--- src/rtl/sema_pkg.sv ---
// sema_pkg -- shared definitions for the sema_ctrl_n traffic-light controller.
//   Lamp encodings for vehicle ({g,y,r}) and pedestrian ({walk,dont}) heads,
//   the phase enumeration (values are visible on the controller's phase port),
//   and a helper that sizes the phase timer from the longest phase duration.
package sema_pkg;

  localparam logic [2:0] GYR_GREEN  = 3'b100;
  localparam logic [2:0] GYR_YELLOW = 3'b010;
  localparam logic [2:0] GYR_RED    = 3'b001;

  localparam logic [1:0] PED_WALK = 2'b10;
  localparam logic [1:0] PED_DONT = 2'b01;
  localparam logic [1:0] PED_DARK = 2'b00;

  typedef enum logic [2:0] {
    PH_GREEN  = 3'd0,
    PH_YELLOW = 3'd1,
    PH_ALLRED = 3'd2,
    PH_WALK   = 3'd3,
    PH_BLINK  = 3'd4
  } phase_e;

  // Bits needed to hold a timer value in 0..max_dur.
  function automatic int tmr_width(input int max_dur);
    if (max_dur < 2) begin
      return 1;
    end else begin
      return $clog2(max_dur + 1);
    end
  endfunction

endpackage

--- src/rtl/sema_rr_arb.sv ---
// sema_rr_arb -- combinational round-robin picker.
//   pend  : request vector, one bit per direction
//   start : index that gets first look; search wraps modulo N
//   valid : at least one pending bit
//   idx   : first pending index at or after start (wrapping)
module sema_rr_arb #(
  parameter int N = 3,
  parameter int W = $clog2(N)
) (
  input  logic [N-1:0] pend,
  input  logic [W-1:0] start,
  output logic         valid,
  output logic [W-1:0] idx
);

  int j_s;

  // Scan from the farthest candidate back to start so the last hit wins,
  // which leaves idx holding the nearest pending direction after start.
  always_comb begin
    valid = 1'b0;
    idx   = '0;
    j_s   = 0;
    for (int i = N - 1; i >= 0; i--) begin
      j_s = int'(start) + i;
      if (j_s >= N) begin
        j_s = j_s - N;
      end else begin
        j_s = j_s;
      end
      if (pend[j_s]) begin
        valid = 1'b1;
        idx   = W'(j_s);
      end else begin
        valid = valid;
      end
    end
  end

endmodule

--- src/rtl/sema_ctrl_n.sv ---
// sema_ctrl_n -- N-direction traffic-light controller with one pedestrian
// crossing. Phase timers advance on the tick strobe; vehicle and pedestrian
// requests are latched and served round-robin, pedestrians first.
//   clk      : rising-edge clock
//   rst      : asynchronous, active-high reset
//   tick     : one-cycle timing strobe
//   car_req  : per-direction vehicle requests (level or pulse)
//   ped_req  : pedestrian request (level or pulse)
//   lamp_gyr : per-direction {g,y,r}, direction d at [3d+2:3d]
//   ped_gr   : 10 walk, 01 don't walk, 00 dark
//   cur_dir  : direction owning (or last owning) green
//   phase    : current phase encoding (see sema_pkg::phase_e)
// Build option: define SEMA_ALLRED_EN to insert an all-red clearance phase of
// ALLRED_T ticks after every yellow.
module sema_ctrl_n
  import sema_pkg::*;
#(
  parameter int N_DIR    = 3,
  parameter int GREEN_T  = 4,
  parameter int YELLOW_T = 2,
  parameter int WALK_T   = 3,
  parameter int BLINK_N  = 2,
  parameter int ALLRED_T = 1
) (
  input  logic                     clk,
  input  logic                     rst,
  input  logic                     tick,
  input  logic [N_DIR-1:0]         car_req,
  input  logic                     ped_req,
  output logic [3*N_DIR-1:0]       lamp_gyr,
  output logic [1:0]               ped_gr,
  output logic [$clog2(N_DIR)-1:0] cur_dir,
  output logic [2:0]               phase
);

  localparam int DW      = $clog2(N_DIR);
  localparam int BLINK_T = 2 * BLINK_N;
  localparam int MAX_A   = (GREEN_T > YELLOW_T) ? GREEN_T : YELLOW_T;
  localparam int MAX_B   = (WALK_T > BLINK_T) ? WALK_T : BLINK_T;
  localparam int MAX_C   = (MAX_A > MAX_B) ? MAX_A : MAX_B;
  localparam int MAX_T   = (MAX_C > ALLRED_T) ? MAX_C : ALLRED_T;
  localparam int TW      = tmr_width(MAX_T);

  localparam logic [3*N_DIR-1:0] LAMP_RST = {{(N_DIR-1){GYR_RED}}, GYR_GREEN};

  phase_e             phase_r,     phase_nxt_s;
  logic [DW-1:0]      cur_dir_r,   cur_dir_nxt_s;
  logic [TW-1:0]      timer_r,     timer_nxt_s;
  logic               blink_par_r, blink_par_nxt_s;
  logic               tgt_walk_r,  tgt_walk_nxt_s;
  logic [DW-1:0]      tgt_dir_r,   tgt_dir_nxt_s;
  logic [N_DIR-1:0]   car_pend_r;
  logic               ped_pend_r;
  logic [N_DIR-1:0]   car_clr_s;
  logic               ped_clr_s;
  logic               go_tgt_s;
  logic [N_DIR-1:0]   arb_pend_s;
  logic [DW-1:0]      arb_start_s;
  logic               arb_valid_s;
  logic [DW-1:0]      arb_idx_s;

  // Vehicle lamp vector for a given phase and owning direction.
  function automatic logic [3*N_DIR-1:0] lamp_dec(input phase_e ph, input logic [DW-1:0] d);
    logic [3*N_DIR-1:0] v;
    for (int k = 0; k < N_DIR; k++) begin
      if ((DW'(k) == d) && (ph == PH_GREEN)) begin
        v[3*k +: 3] = GYR_GREEN;
      end else if ((DW'(k) == d) && (ph == PH_YELLOW)) begin
        v[3*k +: 3] = GYR_YELLOW;
      end else begin
        v[3*k +: 3] = GYR_RED;
      end
    end
    return v;
  endfunction

  // Pedestrian head for a given phase; blink parity 0 is the dark half.
  function automatic logic [1:0] ped_dec(input phase_e ph, input logic par);
    case (ph)
      PH_WALK:  return PED_WALK;
      PH_BLINK: return par ? PED_WALK : PED_DARK;
      default:  return PED_DONT;
    endcase
  endfunction

  assign phase   = phase_r;
  assign cur_dir = cur_dir_r;

  // Round-robin candidates: in GREEN the current owner is excluded so the
  // light only moves when someone else is waiting; after BLINK it may return.
  always_comb begin
    arb_pend_s  = car_pend_r;
    arb_start_s = (cur_dir_r == DW'(N_DIR - 1)) ? '0 : (cur_dir_r + DW'(1));
    if (phase_r == PH_GREEN) begin
      arb_pend_s[cur_dir_r] = 1'b0;
    end else begin
      arb_pend_s = car_pend_r;
    end
  end

  sema_rr_arb #(
    .N (N_DIR),
    .W (DW)
  ) u_arb (
    .pend  (arb_pend_s),
    .start (arb_start_s),
    .valid (arb_valid_s),
    .idx   (arb_idx_s)
  );

  // Next-state logic: phase changes only on a tick that finds timer at 1.
  always_comb begin
    phase_nxt_s     = phase_r;
    cur_dir_nxt_s   = cur_dir_r;
    timer_nxt_s     = timer_r;
    blink_par_nxt_s = blink_par_r;
    tgt_walk_nxt_s  = tgt_walk_r;
    tgt_dir_nxt_s   = tgt_dir_r;
    car_clr_s       = '0;
    ped_clr_s       = 1'b0;
    go_tgt_s        = 1'b0;

    if (tick && (timer_r == TW'(1))) begin
      case (phase_r)
        PH_GREEN: begin
          if (ped_pend_r) begin
            phase_nxt_s    = PH_YELLOW;
            tgt_walk_nxt_s = 1'b1;
            timer_nxt_s    = TW'(YELLOW_T);
          end else if (arb_valid_s) begin
            phase_nxt_s    = PH_YELLOW;
            tgt_walk_nxt_s = 1'b0;
            tgt_dir_nxt_s  = arb_idx_s;
            timer_nxt_s    = TW'(YELLOW_T);
          end else begin
            // Nobody else waiting: timer stays at 1 so every tick re-checks.
            timer_nxt_s = timer_r;
          end
        end
        PH_YELLOW: begin
`ifdef SEMA_ALLRED_EN
          phase_nxt_s = PH_ALLRED;
          timer_nxt_s = TW'(ALLRED_T);
`else
          go_tgt_s = 1'b1;
`endif
        end
        PH_ALLRED: begin
          go_tgt_s = 1'b1;
        end
        PH_WALK: begin
          phase_nxt_s     = PH_BLINK;
          timer_nxt_s     = TW'(BLINK_T);
          blink_par_nxt_s = 1'b0;
        end
        PH_BLINK: begin
          phase_nxt_s     = PH_GREEN;
          timer_nxt_s     = TW'(GREEN_T);
          blink_par_nxt_s = 1'b0;
          if (arb_valid_s) begin
            cur_dir_nxt_s = arb_idx_s;
            car_clr_s     = N_DIR'(1) << arb_idx_s;
          end else begin
            car_clr_s = N_DIR'(1) << cur_dir_r;
          end
        end
        default: begin
          phase_nxt_s     = PH_GREEN;
          cur_dir_nxt_s   = '0;
          timer_nxt_s     = TW'(GREEN_T);
          blink_par_nxt_s = 1'b0;
        end
      endcase
    end else if (tick) begin
      timer_nxt_s = timer_r - TW'(1);
      if (phase_r == PH_BLINK) begin
        blink_par_nxt_s = ~blink_par_r;
      end else begin
        blink_par_nxt_s = blink_par_r;
      end
    end else begin
      timer_nxt_s = timer_r;
    end

    // Entry into the phase chosen when GREEN last expired.
    if (go_tgt_s) begin
      if (tgt_walk_r) begin
        phase_nxt_s = PH_WALK;
        timer_nxt_s = TW'(WALK_T);
        ped_clr_s   = 1'b1;
      end else begin
        phase_nxt_s   = PH_GREEN;
        cur_dir_nxt_s = tgt_dir_r;
        timer_nxt_s   = TW'(GREEN_T);
        car_clr_s     = N_DIR'(1) << tgt_dir_r;
      end
    end else begin
      ped_clr_s = ped_clr_s;
    end
  end

  // State, pending requests and lamp outputs; outputs decode the next state
  // so they change on the same edge as the phase.
  always_ff @(posedge clk or posedge rst) begin
    if (rst) begin
      phase_r     <= PH_GREEN;
      cur_dir_r   <= '0;
      timer_r     <= TW'(GREEN_T);
      blink_par_r <= 1'b0;
      tgt_walk_r  <= 1'b0;
      tgt_dir_r   <= '0;
      car_pend_r  <= '0;
      ped_pend_r  <= 1'b0;
      lamp_gyr    <= LAMP_RST;
      ped_gr      <= PED_DONT;
    end else begin
      phase_r     <= phase_nxt_s;
      cur_dir_r   <= cur_dir_nxt_s;
      timer_r     <= timer_nxt_s;
      blink_par_r <= blink_par_nxt_s;
      tgt_walk_r  <= tgt_walk_nxt_s;
      tgt_dir_r   <= tgt_dir_nxt_s;
      // A request coinciding with its clear stays pending.
      car_pend_r  <= (car_pend_r & ~car_clr_s) | car_req;
      ped_pend_r  <= (ped_pend_r & ~ped_clr_s) | ped_req;
      lamp_gyr    <= lamp_dec(phase_nxt_s, cur_dir_nxt_s);
      ped_gr      <= ped_dec(phase_nxt_s, blink_par_nxt_s);
    end
  end

endmodule

--- config.mk ---
export PLATFORM = sky130hd
export DESIGN_NAME = sema_ctrl_n
export DESIGN_NICKNAME = d
export VERILOG_FILES = /design/src/rtl/sema_pkg.sv /design/src/rtl/sema_rr_arb.sv /design/src/rtl/sema_ctrl_n.sv
export SDC_FILE = /design/constraint.sdc
export NUM_CORES = 1
export LEC_CHECK = 0
export CORE_MARGIN = 4
export CORE_UTILIZATION = 50
export CTS_BUF_LIST = sky130_fd_sc_hd__clkbuf_8
export CTS_CLUSTER_DIAMETER = 80
export DETAILED_ROUTE_END_ITERATION = 8
export PLACE_DENSITY = 0.88
export SYNTH_ARGS = -nofsm -noshare
export SYNTH_HDL_FRONTEND = slang
export SYNTH_SLANG_ARGS = --single-unit
--- constraint.sdc ---
create_clock -name clk -period 1.9 [get_ports clk]
set_input_delay 0.38 -clock clk [delete_from_list [all_inputs] [get_ports clk]]
set_output_delay 0.38 -clock clk [all_outputs]
set_load 0.03 [all_outputs]
==> run metrics <==
status=finished with violations; failing checks=negative setup slack; largest net degree at the start of global routing=28; Critical Path Slowest Stage Cell=or4_4; Syn. warnings=0; grt ovf=0; Max FO, Critical Path=5; max incr delay on CP=0.48 ns; CTS Buf Count=3; Crit. End Element=register; initial DRC count=93; H-tree depth=1; Req. time, crit path=2.09 ns; Worst-Skew Late Latency=0.28 ns; clk_skew=0.00255 ns; layer with the highest usage=met2; Total Neg Setup Slack=-0.0883 ns; DR vias/cell=6.20; power density over cell area=1550 mW/mm^2; Cell Rows=19; CTS Hold Buffers Added=0; ANT cells=0; Bufs and invs on worst path=1; sequential share of the synthesized area=0.469; First-pass DRT Iterations=4; Die Y=61.9 um; DP Area=0.00188 sq mm; Top delay family on crit path=simple AND/OR/NAND/NOR gates; Filler cells=191; fmax=511 MHz; # IOs=23; DIE WIDTH=61.9 um; met2 usage=0.414; I/O Buffers=22; # setup viols final=3; async set-reset flop share out of synthesis=1.00; overall global routing resource usage=0.225; Peak VDD IR=1.24 mV; routed wire length=4.30 mm; Slew Limit Headroom=0.706; met1 usage=0.263; share of cells above drive strength 1=0.378; synthesized area per cell=9.68 sq um; Yosys reg bits=27; core area=0.00276 sq mm; net count after synthesis=159; Leak Pwr=0.901 nW; Syn Inst Count=150; Finished Cell Area=0.00211 sq mm; DP Wirelength=2.79 mm; Top FF cell, synth=dfrtp_1; Max Cap Viol=0; post-synth cell types=48; area of the multi-input gates=835 sq um; unrepaired setup endpoints after global routing=yes; Synth Cell Area=0.00145 sq mm; min Tclk post-route=1.96 ns; CTS max path bufs=2; total die area=0.00383 sq mm; Crit path arrival time=2.15 ns; routed via count=1439; Min-Delay Path Class=input pin to async pin; drt wl/cell=18.5 um; pre-CTS setup slack=-0.403 ns; Final period util=1.03; worst setup margin=-0.0567 ns; remaining antenna violation count=0; worst path cell trace=inv_2, ha_4, nand3b_4, or4_4, o211a_1, or2_4, nor3_2; Post-synth EDFFs=0; Nets=211; Seq. cell area=686 sq um; CTS tree=done; clock-pin slew on the worst setup and hold paths=0.09 ns; final-report hold violation count=0; starting density of the core=0.527; first-pass GRT wire length=6.31 mm; Residual DRC=0; initial antenna violation count=0; Clock Tree Root=clkbuf_8; Final Max Tran Viols=0; vias in the first global route=1345; CTS sink count=27; CP Class=register to register; startpoint type of the worst setup path=register; synth-to-layout area growth=45.0%; Placer Congestion=0.916; GR met3 Demand/Resource=0.0331; slew at the pin closest to its max-slew limit=0.438 ns
cells by family after synthesis:
family / Yosys count / synth area share
compound gates: 42 / 0.205
buf+inv: 16 / 0.0439
xor+xnor: 1 / 0.00603
fa+ha+maj: 2 / 0.0172
flops: 27 / 0.469
mux: 5 / 0.0353
simple gates: 57 / 0.223
final timing paths:
kind / from / to / slack [ns] / cells after the start
max in group asynchronous: rst / timer_r[2] / 1.14 / 3
max: timer_r[1] / lamp_gyr[5] / -0.06 / 7
min: rst / lamp_gyr[4] / 0.47 / 3
min reg2reg: timer_r[2] / timer_r[2] / 0.58 / 1
max reg2reg: timer_r[1] / lamp_gyr[5] / -0.06 / 7
min in group clk: timer_r[2] / timer_r[2] / 0.58 / 1
report_power, final:
part / switching (W) / leakage (nW) / internal, W
Sequential: 0.000217 / 0.299 / 0.000762
Clock: 0.000180 / 0.0255 / 0.000147
Combinational: 0.00107 / 0.577 / 0.000891
cell usage in the layout (no fill, tap or decap), drive strengths merged, types with 2 or more instances in the layout:
cell and n:
a21o 3, a21oi 4, a22o 2, a22oi 3, a31oi 3, and2 3, and3 2, buf 32
clkbuf 3, clkdlybuf4s50 16, dfrtp 22, dfstp 5, dlygate4sd2 6, ha 2, inv 9, mux2i 4
nand2 12, nand2b 2, nand3 5, nand4b 2, nor2 11, nor2b 2, nor3 8, nor3b 2
o211a 2, o211ai 2, o21ai 9, o22ai 2, or2 2
per-layer routing:
| layer | routed length [um] | share of wire |
|---|---|---|
| met5 | 0 | 0 |
| met4 | 137 | 0.032 |
| met3 | 262 | 0.061 |
| met2 | 2370 | 0.55 |
| met1 | 1520 | 0.35 |
state kept, by name, summed over array words and instances (netlist names):
| name | flops |
|---|---|
| phase | 3 |
| ped_gr | 2 |
| timer_r | 3 |
| ped_pend_r | 1 |
| tgt_walk_r | 1 |
| cur_dir | 2 |
| tgt_dir_r | 2 |
| lamp_gyr | 9 |
| car_pend_r | 3 |
| blink_par_r | 1 |
tightest hold or removal path, delay by kind of cell:
family / cells / cell delay (ns)
buffers and inverters: 3 / 0.77
Yosys cell counts, types with 3 or more instances:
cell      instances  area [sq um]
nand3_1           5          25.0
nor3_1            8          40.0
inv_1             9          33.8
a22oi_1           3          22.5
a31oi_1           3          18.8
and2_1            3          18.8
dfrtp_1          22           551
dfstp_2           5           131
o21ai_0           9          45.0
nor2_1           10          37.5
a21oi_1           4          20.0
clkbuf_1          6          22.5
a21o_1            3          22.5
mux2i_1           4          40.0
nand2_1          12          45.0
per-stage QoR:
step	total power, W	util	hold slack, ns	std cells
finish	0.00327	0.764	0.469	232
CTS	0.00296	0.709	0.487	225
global placement	0.00252	0.682	0.531	220
detailed placement	0.00260	0.682	0.552	220
floorplan	0.00194	-	0.429	150
global route	0.00346	0.764	0.520	232
final cells by class:
| cell class | instances | share of cell area |
|---|---|---|
| flip-flops and latches | 27 | 0.326 |
| well taps | 31 | 0.0184 |
| clock inverters | 1 | 0.00238 |
| inverters | 9 | 0.0172 |
| clock buffers | 3 | 0.0196 |
| repair buffers | 54 | 0.220 |
| multi-input cells | 107 | 0.396 |
repair_timing:
action                                  CTS  global route
pin swaps                                 2             6
setup buffers                             1             7
endpoints found under the setup margin   21            15
cloned                                    0             0
resized for setup                        13            32
No activity file was read; power rests on OpenSTA's default activity.
